<file path="src/rtl/reg_scoreboard.sv">
// Register scoreboard and write-port controller for a 16-entry register file.
// Optional same-cycle writeback bypass is enabled by defining REG_SCOREBOARD_BYPASS_EN.
module reg_scoreboard #(
   parameter int NREGS = 16,
   parameter int CNT_W = 2
) (
   input  logic                     clk,
   input  logic                     reset,
   input  logic                     issueValidIn,
   input  logic [$clog2(NREGS)-1:0] sourceReg1In,
   input  logic [$clog2(NREGS)-1:0] sourceReg2In,
   input  logic                     sourceReg1ValidIn,
   input  logic                     sourceReg2ValidIn,
   input  logic [$clog2(NREGS)-1:0] destRegIn,
   input  logic                     destRegValidIn,
   input  logic [$clog2(NREGS)-1:0] destRegSpecialIn,
   input  logic                     destRegSpecialValidIn,
   output logic                     issueAcceptOut,
   output logic                     issueStallOut,
   output logic [63:0]              src1DataOut,
   output logic [63:0]              src2DataOut,
   input  logic                     wbValidIn,
   input  logic [$clog2(NREGS)-1:0] wbDestRegIn,
   input  logic [$clog2(NREGS)-1:0] wbDestRegSpecialIn,
   input  logic                     wbDestRegValidIn,
   input  logic                     wbDestRegSpecialValidIn,
   input  logic [63:0]              aluResultIn,
   input  logic [63:0]              aluResultSpecialIn,
   input  logic                     flushIn,
   output logic                     flushDoneOut,
   output logic                     regInUseBitMapOut [NREGS],
   output logic [63:0]              regFileOut [NREGS],
   output logic                     drainStateOut
);
   localparam int IDX_W = $clog2(NREGS);
   localparam logic [CNT_W-1:0] CNT_MAX = '1;

   typedef enum logic {RUN, DRAIN} state_e;

   state_e           state_q;
   logic             flush_done_q;
   logic [5:0]       total_q, total_d;
   logic [CNT_W-1:0] cnt_q [NREGS];
   logic [CNT_W-1:0] cnt_d [NREGS];
   logic [63:0]      rf_q [NREGS];
   logic [63:0]      rf_d [NREGS];
   logic [NREGS-1:0] inc, dec;
   logic [5:0]       n_inc, n_dec;
   logic             busy1, busy2, sat, hazard, accept;

   always_comb begin
      for (int i = 0; i < NREGS; i++) begin
         // Decrement is floored at zero: a writeback with nothing pending only writes data.
         dec[i] = wbValidIn && (cnt_q[i] != '0) &&
                  ((wbDestRegValidIn && wbDestRegIn == IDX_W'(i)) ||
                   (wbDestRegSpecialValidIn && wbDestRegSpecialIn == IDX_W'(i)));
      end
`ifdef REG_SCOREBOARD_BYPASS_EN
      busy1 = (cnt_q[sourceReg1In] - CNT_W'(dec[sourceReg1In])) != '0;
      busy2 = (cnt_q[sourceReg2In] - CNT_W'(dec[sourceReg2In])) != '0;
`else
      busy1 = cnt_q[sourceReg1In] != '0;
      busy2 = cnt_q[sourceReg2In] != '0;
`endif
      sat    = (destRegValidIn && cnt_q[destRegIn] == CNT_MAX) ||
               (destRegSpecialValidIn && cnt_q[destRegSpecialIn] == CNT_MAX);
      hazard = (sourceReg1ValidIn && busy1) || (sourceReg2ValidIn && busy2) || sat;
      accept = issueValidIn && state_q == RUN && !flushIn && !hazard;

      n_inc = '0;
      n_dec = '0;
      for (int i = 0; i < NREGS; i++) begin
         inc[i] = accept &&
                  ((destRegValidIn && destRegIn == IDX_W'(i)) ||
                   (destRegSpecialValidIn && destRegSpecialIn == IDX_W'(i)));
         cnt_d[i] = cnt_q[i] + CNT_W'(inc[i]) - CNT_W'(dec[i]);
         n_inc    = n_inc + 6'(inc[i]);
         n_dec    = n_dec + 6'(dec[i]);
         rf_d[i]  = rf_q[i];
         if (wbValidIn && wbDestRegSpecialValidIn && wbDestRegSpecialIn == IDX_W'(i))
            rf_d[i] = aluResultSpecialIn;
         if (wbValidIn && wbDestRegValidIn && wbDestRegIn == IDX_W'(i))
            rf_d[i] = aluResultIn;
      end
      total_d = total_q + n_inc - n_dec;
   end

   always_comb begin
      src1DataOut = rf_q[sourceReg1In];
      src2DataOut = rf_q[sourceReg2In];
`ifdef REG_SCOREBOARD_BYPASS_EN
      if (wbValidIn && wbDestRegValidIn && wbDestRegIn == sourceReg1In)
         src1DataOut = aluResultIn;
      else if (wbValidIn && wbDestRegSpecialValidIn && wbDestRegSpecialIn == sourceReg1In)
         src1DataOut = aluResultSpecialIn;
      if (wbValidIn && wbDestRegValidIn && wbDestRegIn == sourceReg2In)
         src2DataOut = aluResultIn;
      else if (wbValidIn && wbDestRegSpecialValidIn && wbDestRegSpecialIn == sourceReg2In)
         src2DataOut = aluResultSpecialIn;
`endif
      for (int i = 0; i < NREGS; i++) begin
         regInUseBitMapOut[i] = cnt_q[i] != '0;
         regFileOut[i]        = rf_q[i];
      end
   end

   assign issueAcceptOut = accept;
   assign issueStallOut  = issueValidIn && !accept;
   assign flushDoneOut   = flush_done_q;
   assign drainStateOut  = state_q == DRAIN;

   always_ff @(posedge clk or posedge reset) begin
      if (reset) begin
         for (int i = 0; i < NREGS; i++) begin
            cnt_q[i] <= '0;
            rf_q[i]  <= '0;
         end
         total_q      <= '0;
         state_q      <= RUN;
         flush_done_q <= 1'b0;
      end else begin
         for (int i = 0; i < NREGS; i++) begin
            cnt_q[i] <= cnt_d[i];
            rf_q[i]  <= rf_d[i];
         end
         total_q      <= total_d;
         flush_done_q <= 1'b0;
         case (state_q)
            RUN:   if (flushIn) state_q <= DRAIN;
            DRAIN: if (total_d == '0) begin
               state_q      <= RUN;
               flush_done_q <= 1'b1;
            end
            default: state_q <= RUN;
         endcase
      end
   end
endmodule

</file>
<file path="config.mk">
export PLATFORM = sky130hd
export DESIGN_NAME = reg_scoreboard
export DESIGN_NICKNAME = d
export VERILOG_FILES = /design/src/rtl/reg_scoreboard.sv
export SDC_FILE = /design/constraint.sdc
export NUM_CORES = 2
export LEC_CHECK = 0
export ABC_AREA = 1
export BUFFER_PORTS_ARGS = -buffer_cell sky130_fd_sc_hd__buf_2
export CORE_AREA = 10 10 507 509
export CTS_CLUSTER_SIZE = 40
export DETAILED_ROUTE_END_ITERATION = 16
export DIE_AREA = 0 0 517 519
export PLACE_DENSITY = 0.48
export RECOVER_POWER = 50
export SYNTH_ARGS = -nofsm -noshare
export SYNTH_HDL_FRONTEND = slang
export SYNTH_SLANG_ARGS = --single-unit
</file>
<file path="constraint.sdc">
create_clock -name clk -period 29 [get_ports clk]
set_clock_uncertainty 0.05 [all_clocks]
set_input_delay 1.45 -clock clk [delete_from_list [all_inputs] [get_ports clk]]
set_output_delay 1.45 -clock clk [all_outputs]
set_load 0.05 [all_outputs]
</file>
==> results.yml <==
run_status:
  outcome: "finished with violations"
  violations: "capacitance limit, slew limit"
power_and_ir_drop:
  power_density_nw_per_um2: 99.5
  p_int_mw: 3.58
  power.leakage_nw: 34.8
  netSwitchingPower_mw: 4.38
  power.share.switching: 0.550
  power_frac_seq: 0.327
  worst_ir_drop_vdd_v: 0.0000578
  clkPwrFrac: 0.234
  p_comb_frac: 0.440
  p_total_mw: 7.96
min_path:
  hold_class: "flop to flop"
timing:
  max_slew.worst_pin.slew_ps: 6930
  setup_viol: 0
  hold_viol_final: 0
  rsz0062_at_grt: "false"
  layout_setup_ws_ps: 17900
  maxSlewViolCount: 1271
  final.min_clock_period_ps: 11100
  setup_tns_ps: 0
  hold_slack_ps: 482
  fmax_mhz: 90.1
  relSlewSlack: -3.62
  post-route-period-util: 0.383
clocking:
  clock_path_buffers: 3
  numCtsBuffers: 141
  cts_tree: "yes"
  clock_latency_ps: 830
  clock-sinks: 1064
  cts_root_buf: "clkbuf_16"
  path_clk_slew_ps: 60
  ctsResizeCount: 0
  ctsHoldBuffers: 0
  post_cts_buffers: 0
  h-tree-depth: 4
logic_synthesis:
  syn_area_um2: 68000
  ys_seq_elements: 1064
  synth_area_leaders: "dfrtp_1, o21ai_0, a21oi_1, nand2_1, nand3_1"
  ys_types: 31
  netlist.area_leader.share: 0.391
  ys_seq_area_frac: 0.391
  synthCells: 9812
  yosysTopAreaCell: "dfrtp_1"
  yosysWarnings: 0
  syn_area_per_cell_um2: 6.93
  syn-num-nets: 10000
global_routing:
  grt_pass1_vias: 78800
  antenna_found_initial: 45
  grt_first_pass_wirelength_um: 684000
  grtUsageTotal: 0.358
  overflow: 0
  grt_max_degree: 195
flow_run:
  max_cap_violations: 28
die:
  dieArea_um2: 268000
  die_h_um: 519
  rows: 183
  io_pins: 1335
  fp.dieW_um: 517
  fp.coreArea_um2: 247000
  start_util: 0.275
route:
  routed_wl_um: 507000
  route.detailed.drc: 0
  wl_per_cell_um: 36.7
  num_vias: 84800
  drtIter0Drc: 13000
  vias_per_cell: 6.13
  ant_nets: 0
  dr.pass1.iters: 7
critical_path:
  critPathKind: "input port to async pin"
  critPathMaxFanout: 100
  startpoint_type: "input port"
  cp-end-kind: "async pin"
  arrival_ps: 11880
  worstPathRequired_ps: 29780
finish:
  final_layout_size_suffix_gt1_frac: 0.0752
  stdcell_count: 13800
  nets: 10700
  layout_commonest_cell: "o21ai_0"
  syn_to_final_growth_pct: 17.6
  final_cell_mix: "o21ai_0, a21oi_1, dfrtp_1, nand2_1, clkbuf_1"
place:
  port_buffers: 1334
  place_inst: 13600
  gp_congestion: 0.937
  dp_hpwl_um: 348000
  place_ws_ps: 19640
area by class of cell:
class	instances	area, µm²
inverters	833	3250
well taps	3237	4050
flip-flops and latches	1064	26600
fillers	27400	167000
repair buffers	1489	6660
diodes	22	55.1
clock buffers	204	4150
multi-input cells	6942	34700
clock inverters	52	564
Yosys cell counts:
cell,n
xnor2_1,28
dfrtp_1,1064
inv_1,818
nand2_1,1061
buf_1,109
nor2_4,1
o211ai_1,166
nor3_2,1
xor2_1,10
nor2_2,1
buf_2,95
clkbuf_2,13
or2_2,1
o221ai_1,52
nor4_4,1
clkbuf_1,754
fa_1,29
ha_1,44
nor3_1,17
nor4_1,1
a211oi_1,38
nor2_1,665
clkinv_1,6
o21a_1,1
a21oi_1,1160
inv_2,9
o21ai_1,26
o21ai_0,2789
nand3_1,641
buf_4,2
o22ai_1,209
cells by family (layout without fill, tap and decap cells):
| logic type | count (synthesis) | after routing | synth area share |
|---|---|---|---|
| adders and majority gates | 73 | 73 | 0.0166 |
| and+or+nand+nor | 2390 | 2390 | 0.145 |
| DFF | 1064 | 1064 | 0.391 |
| xor gates and xnor gates | 38 | 38 | 0.00489 |
| AOI/OAI and AO/OA | 4441 | 4441 | 0.341 |
| buffers and inverters | 1806 | 2578 | 0.102 |
| other | 0 | 22 | 0 |
sequential cells by signal, summed over array words and instances (netlist names):
register and flops:
cnt_q 32, flushDoneOut 1, drainStateOut 1, regFileOut 1024
total_q 6
power by group through the flow:
stage | combinational, mW | clock (mW) | sequential, mW
2_1_floorplan | 1.11 | 0 | 3.57
3_3_place_gp | 3.59 | 0 | 2.56
3_5_place_dp | 3.60 | 0 | 2.56
4_1_cts | 3.60 | 1.87 | 2.54
5_1_grt | 3.71 | 1.92 | 2.59
6_report | 3.50 | 1.86 | 2.60
critical path: stages:
cell and delay (ps):
buf_2 100, clkinvlp_2 640, clkbuf_1 4830, clkbuf_1 2710
buf_4 1010, buf_4 800
worst paths after layout:
path,from,endpoint,slack [ps],cells past startpoint
max,reset,regFileOut[722],17900,6
min,regFileOut[810],regFileOut[810],480,2
max reg2reg,cnt_q[10],drainStateOut,21570,26
min reg2reg,regFileOut[810],regFileOut[810],480,2
max in group clk,wbDestRegIn[3],drainStateOut,18040,23
min in group asynchronous,reset,regFileOut[882],770,2
per-stage QoR:
stage,util,area (µm²)
after global placement,0.310,76600
after detailed placement,0.310,76600
final,0.324,80000
after floorplan,-,68000
after global routing,0.323,80000
after CTS,0.329,81400
metal layers:
| metal | up-vias | part of all wire | GRT usage |
|---|---|---|---|
| li1 | 35000 | - | - |
| met1 | 41600 | 0.36 | 0.432 |
| met2 | 6698 | 0.43 | 0.548 |
| met3 | 1467 | 0.12 | 0.113 |
| met4 | 22 | 0.078 | 0.227 |
| met5 | - | 0.00033 | 0 |
Note: power is estimated with default switching activity, not from simulation.
